## config.mk

```make
export PLATFORM = sky130hd
export DESIGN_NAME = clk_div_monitor
export DESIGN_NICKNAME = d
export VERILOG_FILES = /design/src/rtl/clk_div_pkg.sv /design/src/rtl/clk_edge_det.sv /design/src/rtl/clk_div_monitor.sv
export SDC_FILE = /design/constraint.sdc
export NUM_CORES = 1
export LEC_CHECK = 0
export CORE_AREA = 2 2 100 73
export DETAILED_ROUTE_END_ITERATION = 16
export DIE_AREA = 0 0 102 75
export DONT_BUFFER_PORTS = 1
export PLACE_DENSITY = 0.54
export SLEW_MARGIN = 20
export SYNTH_ARGS = -nofsm -noshare
export SYNTH_HDL_FRONTEND = slang
export SYNTH_SLANG_ARGS = --single-unit
```

## constraint.sdc

```tcl
create_clock -name clk_ref -period 2.5 [get_ports clk_ref]
set_input_delay 0.5 -clock clk_ref [delete_from_list [all_inputs] [get_ports clk_ref]]
set_output_delay 0.5 -clock clk_ref [all_outputs]
set_load 0.005 [all_outputs]
```

## src/rtl/clk_div_pkg.sv

```systemverilog
// Shared constants and state encoding for the clock divider and its monitor.
package clk_div_pkg;
  localparam int DIV_CNT_W    = 8;
  localparam int DIV_TIMEOUT  = 255;
  localparam int DIV_LOCK_CNT = 4;

  typedef enum logic [1:0] {IDLE, ARM, MEASURE} mon_state_e;
endpackage

```

## src/rtl/clk_edge_det.sv

```systemverilog
// Registers the previous sample of a clk_ref-synchronous signal and flags its edges.
module clk_edge_det (
  input  logic clk_ref,
  input  logic rst,
  input  logic sig,
  output logic rise,
  output logic fall
);
  logic d_q;

  always_ff @(posedge clk_ref or posedge rst) begin
    if (rst) d_q <= 1'b0;
    else     d_q <= sig;
  end

  assign rise = sig & ~d_q;
  assign fall = ~sig & d_q;
endmodule

```

## src/rtl/clk_div_monitor.sv

```systemverilog
// Measures period and high time of the divided clock in clk_ref cycles,
// reports lock on a stable ratio and a timeout when edges stop arriving.
module clk_div_monitor
  import clk_div_pkg::*;
#(
  parameter int CNT_W    = DIV_CNT_W,
  parameter int TIMEOUT  = DIV_TIMEOUT,
  parameter int LOCK_CNT = DIV_LOCK_CNT
) (
  input  logic             clk_ref,
  input  logic             rst,
  input  logic             i_en,
  input  logic             i_div_clk,
  output logic [CNT_W-1:0] o_period,
  output logic [CNT_W-1:0] o_high_time,
  output logic             o_valid,
  output logic             o_locked,
  output logic             o_timeout
);
  localparam logic [CNT_W-1:0] CNT_MAX = '1;
  localparam logic [CNT_W-1:0] TMO     = CNT_W'(TIMEOUT);
  localparam logic [3:0]       LOCK    = 4'(LOCK_CNT);

  mon_state_e       state;
  logic [CNT_W-1:0] cnt, hcnt, cnt_inc, hcnt_inc;
  logic [3:0]       match, match_nxt;
  logic             rise, unused_fall;

  clk_edge_det u_edge (
    .clk_ref (clk_ref),
    .rst     (rst),
    .sig     (i_div_clk),
    .rise    (rise),
    .fall    (unused_fall)
  );

  assign cnt_inc  = (cnt  == CNT_MAX) ? cnt  : cnt  + 1'b1;
  assign hcnt_inc = (hcnt == CNT_MAX) ? hcnt : hcnt + 1'b1;

  // match==0 marks the first measurement since ARM, which always counts as 1
  always_comb begin
    match_nxt = 4'd1;
    if (match != 4'd0 && cnt == o_period)
      match_nxt = (match >= LOCK) ? LOCK : match + 4'd1;
  end

  always_ff @(posedge clk_ref or posedge rst) begin
    if (rst) begin
      state       <= IDLE;
      cnt         <= '0;
      hcnt        <= '0;
      match       <= '0;
      o_period    <= '0;
      o_high_time <= '0;
      o_valid     <= 1'b0;
      o_locked    <= 1'b0;
      o_timeout   <= 1'b0;
    end else begin
      o_valid <= 1'b0;
      if (!i_en) begin
        state     <= IDLE;
        cnt       <= '0;
        hcnt      <= '0;
        match     <= '0;
        o_locked  <= 1'b0;
        o_timeout <= 1'b0;
      end else begin
        case (state)
          IDLE: begin
            state <= ARM;
            cnt   <= '0;
          end
          ARM, MEASURE: begin
            if (rise) begin
              if (state == MEASURE) begin
                o_period    <= cnt;
                o_high_time <= hcnt;
                o_valid     <= 1'b1;
                match       <= match_nxt;
                o_locked    <= (match_nxt == LOCK);
              end
              state     <= MEASURE;
              cnt       <= CNT_W'(1);
              hcnt      <= CNT_W'(1);
              o_timeout <= 1'b0;
            end else if (cnt == TMO) begin
              state     <= ARM;
              cnt       <= '0;
              match     <= '0;
              o_locked  <= 1'b0;
              o_timeout <= 1'b1;
            end else begin
              cnt <= cnt_inc;
              if (state == MEASURE && i_div_clk) hcnt <= hcnt_inc;
            end
          end
          default: state <= IDLE;
        endcase
      end
    end
  end
endmodule

```

==> impl_metrics.csv <==
group,metric,value,unit
synth,syn_avg_cell_area,10.63,µm²
grt,grt_remaining_overflow,0,
clocking,cts_buffer_depth,2,
die,row_count,25,
min_path,min_path_type,"input pin to async pin",
synth,yosysUniqueCellTypes,49,
critical_path,r2r_start,"hcnt[1]",
die,die_y,75,µm
die,die-width,102,µm
synth,yosys.area.top_type,"dfrtp_1",
routing,drt_wl_total,4620,µm
placed_design,port_buffers,0,
synth,ys_warn_count,0,
grt,grt_pass1_wl,7955,µm
synth,yosysTopAreaCellShare,0.4778,
clocking,clk_latency,0.29,ns
pwr,vdd_ir_drop_max,0.0002407,V
clocking,cts_tree,"built",
routing,via_per_inst,5.116,
timing,finalSetupViolCount,0,
timing,finalSetupTns,0,ns
synth,synth_flop_cell,"dfrtp_1",
die,core_area,0.006631,mm²
timing,worst_pin_slew,0.5996,ns
timing,finalMaxSlewViolations,0,
grt,grt_max_degree,43,
critical_path,cp-start-kind,"flop",
cells_and_area,syn_to_final_growth,10.58,%
routing,vias,1586,
cells_and_area,drive_above_1_share,0.1759,
critical_path,criticalPathCategory,"flop to flop",
critical_path,required,2.72,ns
routing,first_pass_iters,4,
critical_path,r2r-end,"hcnt[6]",
synth,syn_inst,207,
status,status,"finished clean",
clocking,htreeDepth,2,
clocking,cts-root-buf,"clkbuf_8",
pwr,leakagePower,1.104,nW
timing,relSlewSlack,0.5899,
pwr,power_density,544.7,mW/mm²
grt,grt_use_total,0.1372,
timing,period_needed,2.076,ns
clocking,numCtsBuffers,5,
timing,final-hold-violation-count,0,
cells_and_area,n_fill_cell,691,
routing,wl_per_cell,14.90,µm
critical_path,critPathCaptureType,"flop",
synth,synth_fp_nets,218,
critical_path,crit_chain,"ha_1 > and2_4 > a311o_1 > or4_1 > a21boi_0",
cells_and_area,layout_common_cells,"42 x dfrtp_1, 17 x mux2_2, 14 x nand2_1",
placed_design,dpl.hpwl,3296,µm
clocking,post_cts_buffers,0,
routing,ant_nets,0,
critical_path,critPathMaxStageDelay,0.51,ns
pwr,power,1.325,mW
job,drv_cap,0,
placed_design,dpl_cell_area,0.002352,mm²
clocking,clkTransAtPathRegs,0.08,ns
grt,grt_pass1_vias,1561,
cells_and_area,fin_area,0.002432,mm²
synth,ys_ff_latch,42,
timing,setup_ws,0.4240,ns
critical_path,worst_ep_arrival_time,2.29,ns
timing,rsz0062_at_grt,"no",
cells_and_area,antenna-diode-count,0,
die,dieArea,0.007650,mm²
grt,antenna_found_initial,0,
timing,fmax,481.7,MHz
timing,fin_crit_sh,0.8304,
synth,synthTopCellsByArea,"dfrtp_1 48%, mux2_2 8.7%, ha_1 4.0%, xor2_1 3.2%, nand2_1 2.4%",
synth,synth_seq_area_share,0.4778,
synth,synth_edf_count,0,
routing,post-route-drc-count,0,
critical_path,r2r_setup_slack,0.42,ns
cells_and_area,final_common_cell,"dfrtp_1",
clocking,post_cts_resized,0,
critical_path,crit_fanout,12,
critical_path,worstRegToRegCells,5,
cells_and_area,nNetsFinal,227,
die,start_util,0.3317,
die,pin_count,23,
routing,drt_iter0_drc,112,
clocking,postCtsHoldBufs,0,
synth,synth_area,0.002200,mm²
synth,synthArstFlopShare,1.000,
placed_design,routabilityCongestion,0.8057,
clocking,clkSinkCount,42,
timing,fin_skew,0.005983,ns
placed_design,post-place-ws,0.4548,ns
critical_path,cpMaxStageDelayCell,"or4_1",
[registers in the layout, indices dropped and copies added, names as in the netlist]
| register | count |
|---|---|
| cnt | 8 |
| hcnt | 8 |
| o_high_time | 8 |
| o_period | 8 |
| match | 4 |
| state | 2 |
| o_locked | 1 |
| o_timeout | 1 |
| o_valid | 1 |
| u_edge.d_q | 1 |
[worst max-delay path by stage]
stage | start | end | slack [ns] | cells past startpoint
2_1_floorplan | hcnt[0] | hcnt[3] | 0.58 | 6
3_3_place_gp | hcnt[1] | hcnt[6] | 0.48 | 5
3_5_place_dp | hcnt[1] | hcnt[6] | 0.45 | 5
4_1_cts | hcnt[1] | hcnt[6] | 0.44 | 5
5_1_grt | hcnt[1] | hcnt[1] | 0.31 | 5
6_report | hcnt[1] | hcnt[6] | 0.42 | 5
[layout make-up]
class	count	area [µm²]	area share
inverters	10	37.54	0.01543
repair buffers	10	75.07	0.03086
clock inverters	1	7.507	0.003086
flip-flops and latches	42	1051	0.4321
multi-input cells	147	1071	0.4403
well taps	94	117.6	0.04835
clock buffers	6	72.57	0.02984
[cells in the mapped netlist (2+ instances only)]
library cell / count
mux2_2: 17
a21boi_1: 3
mux2i_1: 4
nand4_1: 4
nand2_1: 14
a31o_2: 2
a31oi_1: 3
or4_1: 4
clkbuf_1: 5
nor4_1: 2
and3_1: 3
nor3b_1: 2
inv_1: 10
nor3_1: 6
xor2_1: 8
and2_1: 2
dfrtp_1: 42
o31ai_1: 4
a21oi_1: 3
a22o_1: 5
o21a_1: 2
nor2_1: 10
o21ai_0: 6
nand3b_1: 2
ha_1: 7
nand3_1: 10
nand2b_1: 3
nor2b_1: 3
[cells by family (layout without fill, tap and decap cells)]
logic type / after synthesis / after routing / share of synthesized area
mux: 21 / 21 / 0.1052
fa+ha+maj: 7 / 7 / 0.03982
compound gates: 41 / 41 / 0.1360
buf+inv: 18 / 27 / 0.03527
simple gates: 70 / 70 / 0.1741
xor+xnor: 8 / 8 / 0.03186
flops: 42 / 42 / 0.4778
[critical path, delay by kind of cell, from the launching register on]
kind,cells,cell delay [ns]
AND/OR/NAND/NOR,2,0.67
AO/OA/AOI/OAI,2,0.67
flip-flops,1,0.44
adder cells (fa/ha/maj),1,0.22
[per-layer routing]
metal | part of all wire | track usage | vias up
met2 | 0.40 | 0.1930 | 33
met4 | 0.013 | 0.04444 | 0
met1 | 0.52 | 0.2049 | 765
met3 | 0.061 | 0.03714 | 7
li1 | - | - | 781
met5 | 0 | 0 | -
[where the power goes]
group / internal, mW / total, mW / leakage, nW / switching [mW]
registers: 0.700 / 0.724 / 0.580 / 0.0240
logic: 0.0743 / 0.180 / 0.487 / 0.106
clock network: 0.192 / 0.420 / 0.0373 / 0.229
[through the flow]
stage                     hold slack [ns]    util  cells
after floorplan                    0.4733       -    207
after global placement             0.5063  0.3547    303
after detailed placement           0.5113  0.3547    303
after CTS                          0.2161  0.3668    310
after global routing               0.2114  0.3668    310
final                              0.2126  0.3668    310
Power figures use the tool's default switching activity.
